File: src/rtl/serial_bus_pkg.sv
// Shared types and constants for the two-wire bus sequencer.
// Imported by the sequencer top and anything that decodes its state.
package serial_bus_pkg;

    typedef enum logic [2:0] {
        S_IDLE,
        S_START,
        S_XFER,
        S_ACK,
        S_STOP,
        S_DONE
    } sbs_state_t;

    localparam int SBS_BITS_PER_BYTE = 8;

    function automatic int sbs_cnt_w(input int n);
        return (n > 1) ? $clog2(n) : 1;
    endfunction

endpackage

File: src/rtl/serial_bus_sequencer.sv
// Write-only two-wire transaction sequencer: START, N bytes + ACK slots, STOP.
// Paced entirely by phase strobes from an external slow clock generator.
module serial_bus_sequencer
    import serial_bus_pkg::*;
#(
    parameter int NBYTES = 3,
    parameter int DW     = 24
) (
    input  logic          clk,
    input  logic          reset_n,
    input  logic          start,
    input  logic [DW-1:0] data,
    output logic          ready,
    output logic          done,
    output logic          ack_error,
    output logic          enable_clk,
    input  logic          new_clk,
    input  logic          rising_edge,
    input  logic          falling_edge,
    input  logic          middle_of_high_level,
    input  logic          middle_of_low_level,
    output logic          scl,
    output logic          sda_oe,
    input  logic          sda_in
);

    localparam int BCW = sbs_cnt_w(NBYTES);

    sbs_state_t    state, state_n;
    logic [DW-1:0] shreg, shreg_n;
    logic [2:0]    bit_cnt, bit_cnt_n;
    logic [BCW-1:0] byte_cnt, byte_cnt_n;
    // Sub-step within START / XFER / STOP
    logic [1:0]    phase, phase_n;
    logic          ready_n, done_n, ack_err_n, en_n, scl_n, oe_n;

    always_comb begin
        state_n    = state;
        shreg_n    = shreg;
        bit_cnt_n  = bit_cnt;
        byte_cnt_n = byte_cnt;
        phase_n    = phase;
        ready_n    = ready;
        done_n     = 1'b0;
        ack_err_n  = ack_error;
        en_n       = enable_clk;
        scl_n      = scl;
        oe_n       = sda_oe;
        unique case (state)
            S_IDLE: begin
                scl_n   = 1'b1;
                oe_n    = 1'b0;
                en_n    = 1'b0;
                ready_n = 1'b1;
                phase_n = 2'd0;
                if (ready && start) begin
                    shreg_n    = data;
                    byte_cnt_n = BCW'(NBYTES - 1);
                    bit_cnt_n  = 3'(SBS_BITS_PER_BYTE - 1);
                    ack_err_n  = 1'b0;
                    en_n       = 1'b1;
                    ready_n    = 1'b0;
                    state_n    = S_START;
                end
            end
            S_START: begin
                scl_n = 1'b1;
                if (phase == 2'd0) begin
                    if (middle_of_high_level) begin
                        oe_n    = 1'b1;
                        phase_n = 2'd1;
                    end
                end else if (falling_edge) begin
                    scl_n   = 1'b0;
                    phase_n = 2'd0;
                    state_n = S_XFER;
                end
            end
            S_XFER: begin
                scl_n = new_clk;
                if (middle_of_low_level) begin
                    if (phase[0]) begin
                        oe_n    = 1'b0;
                        phase_n = 2'd0;
                        state_n = S_ACK;
                    end else begin
                        oe_n    = ~shreg[DW-1];
                        shreg_n = {shreg[DW-2:0], 1'b0};
                        if (bit_cnt == 3'd0) phase_n = 2'd1;
                        else bit_cnt_n = bit_cnt - 3'd1;
                    end
                end
            end
            S_ACK: begin
                scl_n = new_clk;
                if (middle_of_high_level) begin
                    if (sda_in) begin
                        ack_err_n = 1'b1;
                        state_n   = S_STOP;
                    end else if (byte_cnt != '0) begin
                        byte_cnt_n = byte_cnt - 1'b1;
                        bit_cnt_n  = 3'(SBS_BITS_PER_BYTE - 1);
                        state_n    = S_XFER;
                    end else begin
                        state_n = S_STOP;
                    end
                end
            end
            S_STOP: begin
                // Pull SDA low in the low phase, release SCL, then release SDA
                if (phase == 2'd0) begin
                    scl_n = new_clk;
                    if (middle_of_low_level) begin
                        oe_n    = 1'b1;
                        phase_n = 2'd1;
                    end
                end else if (phase == 2'd1) begin
                    scl_n = new_clk;
                    if (rising_edge) begin
                        scl_n   = 1'b1;
                        phase_n = 2'd2;
                    end
                end else begin
                    scl_n = 1'b1;
                    if (middle_of_high_level) begin
                        oe_n    = 1'b0;
                        phase_n = 2'd0;
                        state_n = S_DONE;
                    end
                end
            end
            S_DONE: begin
                done_n  = 1'b1;
                en_n    = 1'b0;
                state_n = S_IDLE;
            end
            default: state_n = S_IDLE;
        endcase
    end

    always_ff @(posedge clk) begin
        if (!reset_n) begin
            state      <= S_IDLE;
            shreg      <= '0;
            bit_cnt    <= '0;
            byte_cnt   <= '0;
            phase      <= '0;
            ready      <= 1'b1;
            done       <= 1'b0;
            ack_error  <= 1'b0;
            enable_clk <= 1'b0;
            scl        <= 1'b1;
            sda_oe     <= 1'b0;
        end else begin
            state      <= state_n;
            shreg      <= shreg_n;
            bit_cnt    <= bit_cnt_n;
            byte_cnt   <= byte_cnt_n;
            phase      <= phase_n;
            ready      <= ready_n;
            done       <= done_n;
            ack_error  <= ack_err_n;
            enable_clk <= en_n;
            scl        <= scl_n;
            sda_oe     <= oe_n;
        end
    end

endmodule

File: config.mk
export PLATFORM = sky130hd
export DESIGN_NAME = serial_bus_sequencer
export DESIGN_NICKNAME = d
export VERILOG_FILES = /design/src/rtl/serial_bus_pkg.sv /design/src/rtl/serial_bus_sequencer.sv
export SDC_FILE = /design/constraint.sdc
export NUM_CORES = 1
export LEC_CHECK = 0
export CAP_MARGIN = 10
export CORE_ASPECT_RATIO = 1.5
export CORE_MARGIN = 5
export CORE_UTILIZATION = 58
export CTS_BUF_LIST = sky130_fd_sc_hd__clkbuf_4 sky130_fd_sc_hd__clkbuf_8
export CTS_CLUSTER_DIAMETER = 120
export CTS_CLUSTER_SIZE = 8
export DETAILED_ROUTE_END_ITERATION = 8
export PLACE_DENSITY_LB_ADDON = 0.12
export SLEW_MARGIN = 15
export SYNTH_ARGS = -nofsm -noshare
export SYNTH_HDL_FRONTEND = slang
export SYNTH_SLANG_ARGS = --single-unit
File: constraint.sdc
create_clock -name clk -period 4.6 [get_ports clk]
set_input_delay 1.15 -clock clk [delete_from_list [all_inputs] [get_ports clk]]
set_output_delay 1.15 -clock clk [all_outputs]
set_load 0.02 [all_outputs]
; Word-level counts from Yosys, hierarchy flattened
; Cells that the tools add are included.
[word_totals]
word_cells = 129
output_inout_bits = 6
input_bits = 33
reg_bits = 40
[classes]
n_reduce_logical = 20
eq_ne = 30
mux = 64
bitwise = 1
add_sub_neg = 2
[ops]
columns = operator, n
row1 = $mux 24, 3
row2 = $mux 3, 18
row3 = $pmux 24 s2, 1
row4 = $ne 2x2->1 const B, 16
row5 = $mux 2, 15
row6 = $mux 1, 19
row7 = $ne 3x3->1 const B, 6
row8 = $reduce_and 8->1, 2
row9 = $pmux 3 s5, 1
row10 = $reduce_and 7->1, 2
row11 = $pmux 3 s3, 1
row12 = $reduce_and 9->1, 1
row13 = $ne 4x4->1 const B, 2
row14 = $pmux 1 s4, 2
row15 = $pmux 2 s4, 1
row16 = $reduce_and 4->1, 2
row17 = $reduce_bool 2->1, 4
row18 = $reduce_bool 4->1, 2
row19 = $eq 3x2->1 const B, 2
row20 = $eq 3x3->1 const B, 2
row21 = $logic_not 3->1, 2
row22 = $reduce_and 5->1, 1
row23 = $pmux 1 s2, 2
row24 = $pmux 2 s2, 1
row25 = other kinds (9), 9

; Longest topological paths before layout
; Gate-level depths: netlist of the first run.
[logic_depth]
word_depth = 5
mapped_depth = 7
depth_no_buf = 7

; Worst setup path before layout of the first run
; No wires, ideal clock.
[synth_path]
path_kind = in2reg
start = input port sda_in
end = register byte_cnt[0]
n_path_buf = 0
setup_time_ns = 0.128
cell_stages = 5
t_arrival_ns = 2.010
slack_ns = 2.462
required_ns = 4.472
path_cell_list = or3b_1 a21oi_1 o21ai_1 a21oi_1 nor2_1
[synth_between]
elab_chain_cells = 2
[synth_rtl]
columns = element, line
row1 = "start, declared", serial_bus_sequencer.sv:24  ; input logic sda_in
row2 = $ne 2x2->1 (no line), n/a
row3 = $reduce_and 5->1 (no line), n/a
row4 = "end signal, assigned", serial_bus_sequencer.sv:158  ; byte_cnt <= byte_cnt_n;
row5 = "end, declared", serial_bus_sequencer.sv:32  ; logic [BCW-1:0] byte_cnt, byte_cnt_n;
; Every way passes these cells.
; A chain may end at the register's enable or synchronous reset.

; Final worst setup path of the first run
[layout_path]
start = input port reset_n
end = register scl
[layout_lines]
columns = element, line
row1 = "start, declared", serial_bus_sequencer.sv:10  ; input logic reset_n,
row2 = "end signal, assigned", serial_bus_sequencer.sv:164  ; scl <= scl_n;
row3 = "end, declared", serial_bus_sequencer.sv:22  ; output logic scl,
; No word-level cell between the ends.

==> results of run 1 <==
## critical path: stages
cell             delay, ns
clkdlybuf4s50_1       0.69
inv_1                 0.53
a311o_1               0.49
## sequential cells by signal, indices dropped and copies added (netlist names)
| signal | count |
|---|---|
| ack_error | 1 |
| done | 1 |
| state | 3 |
| enable_clk | 1 |
| ready | 1 |
| phase | 2 |
| scl | 1 |
| shreg | 24 |
| byte_cnt | 2 |
| bit_cnt | 3 |
| sda_oe | 1 |
## report_power, final
| part | leakage, nW | switching (W) | total (W) | internal [W] |
|---|---|---|---|---|
| registers | 0.330 | 0.000107 | 0.000565 | 0.000459 |
| clock network | 0.0541 | 0.000127 | 0.000288 | 0.000161 |
| logic | 0.518 | 0.000281 | 0.000537 | 0.000256 |
## worst paths after layout
kind	startpoint	endpoint	cells after the start
setup / recovery	reset_n	scl$_SDFFE_PN1P_	3
hold reg to reg	sda_oe$_SDFFE_PN0P_	sda_oe$_SDFFE_PN0P_	2
hold / removal	sda_oe$_SDFFE_PN0P_	sda_oe$_SDFFE_PN0P_	2
setup reg to reg	state[1]$_SDFFE_PN0P_	phase[0]$_SDFFE_PN0P_	5
## synth_stat cells, drive strengths merged
master / count
nor2b: 4
a311o: 1
nand2b: 5
o211a: 2
nor3: 5
o2bb2ai: 1
a31oi: 3
o21a: 2
ha: 3
nand3b: 3
or3: 1
and4: 1
mux2: 1
nand4: 2
dfxtp: 40
buf: 14
a41o: 1
and3: 3
a211oi: 24
nand3: 4
a21oi: 11
or3b: 1
a21o: 1
nand2: 13
o211ai: 1
o21bai: 1
mux2i: 25
a2111oi: 1
a32oi: 1
and2: 1
clkbuf: 6
inv: 7
a211o: 1
nor3b: 5
o221ai: 1
o311ai: 1
o21ai: 11
nor4: 2
xnor2: 1
nor2: 33
## final cells by class
class / count / area share
timing repair buffer: 40 / 0.154
sequential: 40 / 0.311
tap: 43 / 0.0209
multi-input combinational: 177 / 0.461
inverter: 7 / 0.0102
clock buffer: 5 / 0.0267
clock inverter: 3 / 0.0165
## cells by family after synthesis
| logic type | after synthesis | synth area share |
|---|---|---|
| XOR/XNOR | 1 | 0.00415 |
| adder cells (fa/ha/maj) | 3 | 0.0178 |
| multiplexers | 26 | 0.124 |
| AO/OA/AOI/OAI | 64 | 0.211 |
| AND/OR/NAND/NOR | 83 | 0.201 |
| flip-flops | 40 | 0.379 |
| buffers and inverters | 27 | 0.0622 |
## routing by layer
metal / vias up / global-route usage
li1: 940 / -
met1: 835 / 0.220
met2: 38 / 0.318
met3: 11 / 0.0464
met4: 0 / 0.105
met5: - / 0
## stage by stage
stage | setup WS, ns | instance area, sq um | instances | utilization
global route | 1.80 | 2570 | 315 | 0.719
detailed placement | 1.62 | 2460 | 307 | 0.688
floorplan | 2.46 | 2110 | 244 | -
global placement | 1.63 | 2460 | 307 | 0.688
finish | 1.93 | 2570 | 315 | 0.719
CTS | 1.94 | 2570 | 315 | 0.719
==> results.json, run 1 <==
{
  "status": "complete, no violations",
  "die_h_um": 83.9,
  "routed_wl_um": 4540,
  "synth_area_leaders": "dfxtp_1 38%, mux2i_1 12%, a211oi_1 8.5%",
  "fin_skew_ns": 0.0112,
  "clock_latency_ns": 0.30,
  "top_layer_used": "met4",
  "cp.arrival_ns": 2.87,
  "num_rows": 27,
  "fmax_mhz": 374,
  "synth.top_cell.area_share": 0.379,
  "area_growth_pct": 21.9,
  "wl_per_cell_um": 14.4,
  "vdd_drop_max_uv": 406,
  "cellPowerDensity_nw_per_um2": 540,
  "antenna_found_initial": 0,
  "dr_wl_met3_um": 175,
  "worstSetupEndpointType": "flop",
  "fin_crit_ns": 2.67,
  "wl_met1_um": 1960,
  "final-setup-viol-count": 0,
  "dr_wl_met2_um": 2260,
  "die-area_sq_um": 4970,
  "drv_cap": 0,
  "first_pass_iters": 4,
  "seqCellArea_sq_um": 801,
  "cts_tree": "built",
  "grt-ovfl-total": 0,
  "diodes": 0,
  "final_cell_mix": "40 x dfxtp_1, 38 x clkdlybuf4s50_1, 32 x nor2_1",
  "drtIter0Drc": 64,
  "fill_cells": 284,
  "synth.distinct_cells": 45,
  "finalHoldViolCount": 0,
  "multi_input_area_sq_um": 1190,
  "hpwl_um": 3080,
  "drc": 0,
  "clockRootBuffer": "clkbuf_8",
  "postCtsSetupBuffers": 0,
  "postCtsHoldBufs": 0,
  "vias": 1824,
  "pin_count": 39,
  "synth_area_leader_cell": "dfxtp_1",
  "post-route-period-util": 0.581,
  "p_leak_nw": 0.902,
  "cts_max_level": 2,
  "syn_area_sq_um": 2110,
  "port_buffers": 38,
  "grt_max_degree": 49,
  "fin_setup_tns_ns": 0,
  "synth_fp_nets": 280,
  "maxSlewViolCount": 0,
  "clockBufferDepth": 2,
  "numCtsBuffers": 5,
  "grt_pass1_wl_um": 7450,
  "start_util": 0.590,
  "ys_seq_area_frac": 0.379,
  "routed_via_density": 5.79,
  "startpoint_type": "input port",
  "reg2reg_slack_ns": 2.41,
  "grt_pass1_vias": 1654,
  "hp-class": "reg -> reg",
  "core_area_sq_um": 3580,
  "drive_gt1_frac": 0.0588,
  "nets": 307,
  "final_common_cell": "dfxtp_1",
  "grt_setup_unrepaired": "no",
  "ys_seq_elements": 40,
  "ys_warn_count": 0,
  "clock_sinks": 40,
  "cp_max_fo": 32,
  "worstPathRequired_ns": 4.80,
  "grt_use_total": 0.193,
  "die_width_um": 59.3,
  "path_class": "in -> reg",
  "power.total_w": 0.00139,
  "hold_ws_ns": 0.461,
  "antenna_left": 0,
  "slew_headroom": 0.308,
  "cts.reportedPaths.clkPinSlew_ns": 0.09,
  "tightestPinTransition_ns": 1.04,
  "netlist_instances": 244,
  "finalWeightedCongestion": 0.828,
  "cts_resized": 0,
  "syn_avg_cell_area_sq_um": 8.66
}
(Power assumes the default switching activity.)
==> inputs of run 2 (changes only) <==
--- a/config.mk
+++ b/config.mk
@@ -8,7 +8,7 @@
 export CAP_MARGIN = 10
 export CORE_ASPECT_RATIO = 1.5
 export CORE_MARGIN = 5
-export CORE_UTILIZATION = 58
+export CORE_UTILIZATION = 54
 export CTS_BUF_LIST = sky130_fd_sc_hd__clkbuf_4 sky130_fd_sc_hd__clkbuf_8
 export CTS_CLUSTER_DIAMETER = 120
 export CTS_CLUSTER_SIZE = 8
==> constraint.sdc (replaced) <==
create_clock -name clk -period 2.65 [get_ports clk]
set_input_delay 0.6625 -clock clk [delete_from_list [all_inputs] [get_ports clk]]
set_output_delay 0.6625 -clock clk [all_outputs]
set_load 0.02 [all_outputs]
==> results.json, run 2 (synthesis gave the netlist of run 1 again) <==
{
  "clock_latency_ns": 0.30,
  "cp_max_fo": 7,
  "numCtsBuffers": 5,
  "reg.largest.list": "shreg x24, bit_cnt x3, state x3",
  "start_util": 0.568,
  "finalWeightedCongestion": 1.00,
  "cts_resized": 0,
  "post-route-period-util": 0.774,
  "final_core_util": 0.718,
  "cts_tree": "built",
  "drc": 0,
  "grt_setup_unrepaired": "no",
  "switching_share": 0.367,
  "drtIter0Drc": 131,
  "drv_cap": 0,
  "clockRootBuffer": "clkbuf_8",
  "port_buffers": 38,
  "cp.arrival_ns": 2.24,
  "clockBufferDepth": 2,
  "pre_cts_slack_ns": 0.308,
  "fin_setup_tns_ns": 0,
  "slew_headroom": 0.590,
  "fill_cells": 311,
  "hp-class": "reg -> reg",
  "tightestPinTransition_ns": 0.615,
  "vdd_drop_max_uv": 746,
  "worstPathRequired_ns": 2.84,
  "cts_max_level": 2,
  "die_h_um": 86.6,
  "seqCellArea_sq_um": 801,
  "hpwl_um": 3550,
  "power.total_w": 0.00249,
  "routed_via_density": 5.96,
  "startpoint_type": "input port",
  "grt_use_total": 0.193,
  "combPwrFrac": 0.419,
  "num_rows": 27,
  "postCtsHoldBufs": 0,
  "hold_ws_ns": 0.470,
  "vias": 1932,
  "grt_pass1_wl_um": 7910,
  "drive_gt1_frac": 0.0890,
  "routed_wl_um": 4750,
  "core_area_sq_um": 3720,
  "maxSlewViolCount": 0,
  "cp-startpoint": "middle_of_high_level",
  "setup_ws_ns": 0.598,
  "grt-ovfl-total": 0,
  "die_width_um": 61.1,
  "whs_path_depth": 1,
  "cellPowerDensity_nw_per_um2": 935,
  "grt_pass1_vias": 1854,
  "fmax_mhz": 487,
  "status": "complete, no violations",
  "largest_reg_flops": 24,
  "antenna_found_initial": 0,
  "postCtsSetupBuffers": 0,
  "finalHoldViolCount": 0,
  "p_leak_nw": 0.955,
  "regMostFlops": "shreg",
  "pin_count": 39,
  "worstSetupEndpointType": "flop",
  "cts.reportedPaths.clkPinSlew_ns": 0.09,
  "internal-power_w": 0.00158,
  "antenna_left": 0,
  "final_common_cell": "dfxtp_1",
  "final_cell_mix": "40 x dfxtp_1, 38 x clkdlybuf4s50_1, 32 x nor2_1",
  "diodes": 0,
  "power_switching_w": 0.000916,
  "clock_sinks": 40,
  "reg2reg_depth": 4,
  "clkPwrFrac": 0.201,
  "path_class": "in -> reg",
  "multi_input_area_sq_um": 1190,
  "fin_crit_ns": 2.05,
  "p_seq_frac": 0.380,
  "wl_per_cell_um": 14.7,
  "die-area_sq_um": 5290,
  "first_pass_iters": 4,
  "hold_path.startpoint": "bit_cnt[1]$_SDFFE_PN0P_",
  "area_growth_pct": 26.2,
  "final-setup-viol-count": 0,
  "grt_max_degree": 49,
  "fin_skew_ns": 0.0120,
  "nets": 316,
  "reg2reg_from": "state[1]$_SDFFE_PN0P_"
}
## run 2: cell types whose count changed in the layout (fill, tap and decap cells not counted), sizes merged
cell	before	now
buf	2	11
## run 2: cell type report
cell class              count  area share
repair buffers             49       0.183
inverters                   7     0.00985
well taps                  43      0.0202
flip-flops and latches     40       0.300
clock buffers               5      0.0258
multi-input cells         177       0.445
clock inverters             3      0.0160
## run 2: metrics by stage
stage | area (sq um) | instances
4_1_cts | 2670 | 324
5_1_grt | 2670 | 324
3_3_place_gp | 2550 | 316
3_5_place_dp | 2550 | 316
2_1_floorplan | 2110 | 244
6_report | 2670 | 324
## run 2: critical path, cell delays in order
cell and delay, ns:
clkdlybuf4s50_1 0.57, or3b_1 0.39, a21oi_1 0.26, o21ai_1 0.14, a21oi_1 0.16, nor2_1 0.05
## run 2: power groups by stage
stage	combinational, W	clock (W)	sequential (W)
2_1_floorplan	0.000781	0	0.000922
3_3_place_gp	0.00102	0	0.000949
3_5_place_dp	0.00105	0	0.000957
4_1_cts	0.00106	0.000512	0.000945
5_1_grt	0.00116	0.000537	0.000975
6_report	0.00105	0.000501	0.000946
## run 2: worst paths after layout
kind | to | slack [ns]
worst max-delay path | byte_cnt[0]$_SDFFE_PN0P_ | 0.60
worst min-delay path | bit_cnt[1]$_SDFFE_PN0P_ | 0.47
worst max register to register | shreg[7]$_SDFFE_PN0P_ | 0.72
worst min register to register | bit_cnt[1]$_SDFFE_PN0P_ | 0.47
## run 2: metal layers
layer  track usage  routed length, um  up-vias
met5             0                  0        -
met4        0.0947                145        0
met3        0.0387                201       17
met2         0.343               2480       54
met1         0.208               1920      903
li1              -                  -      958
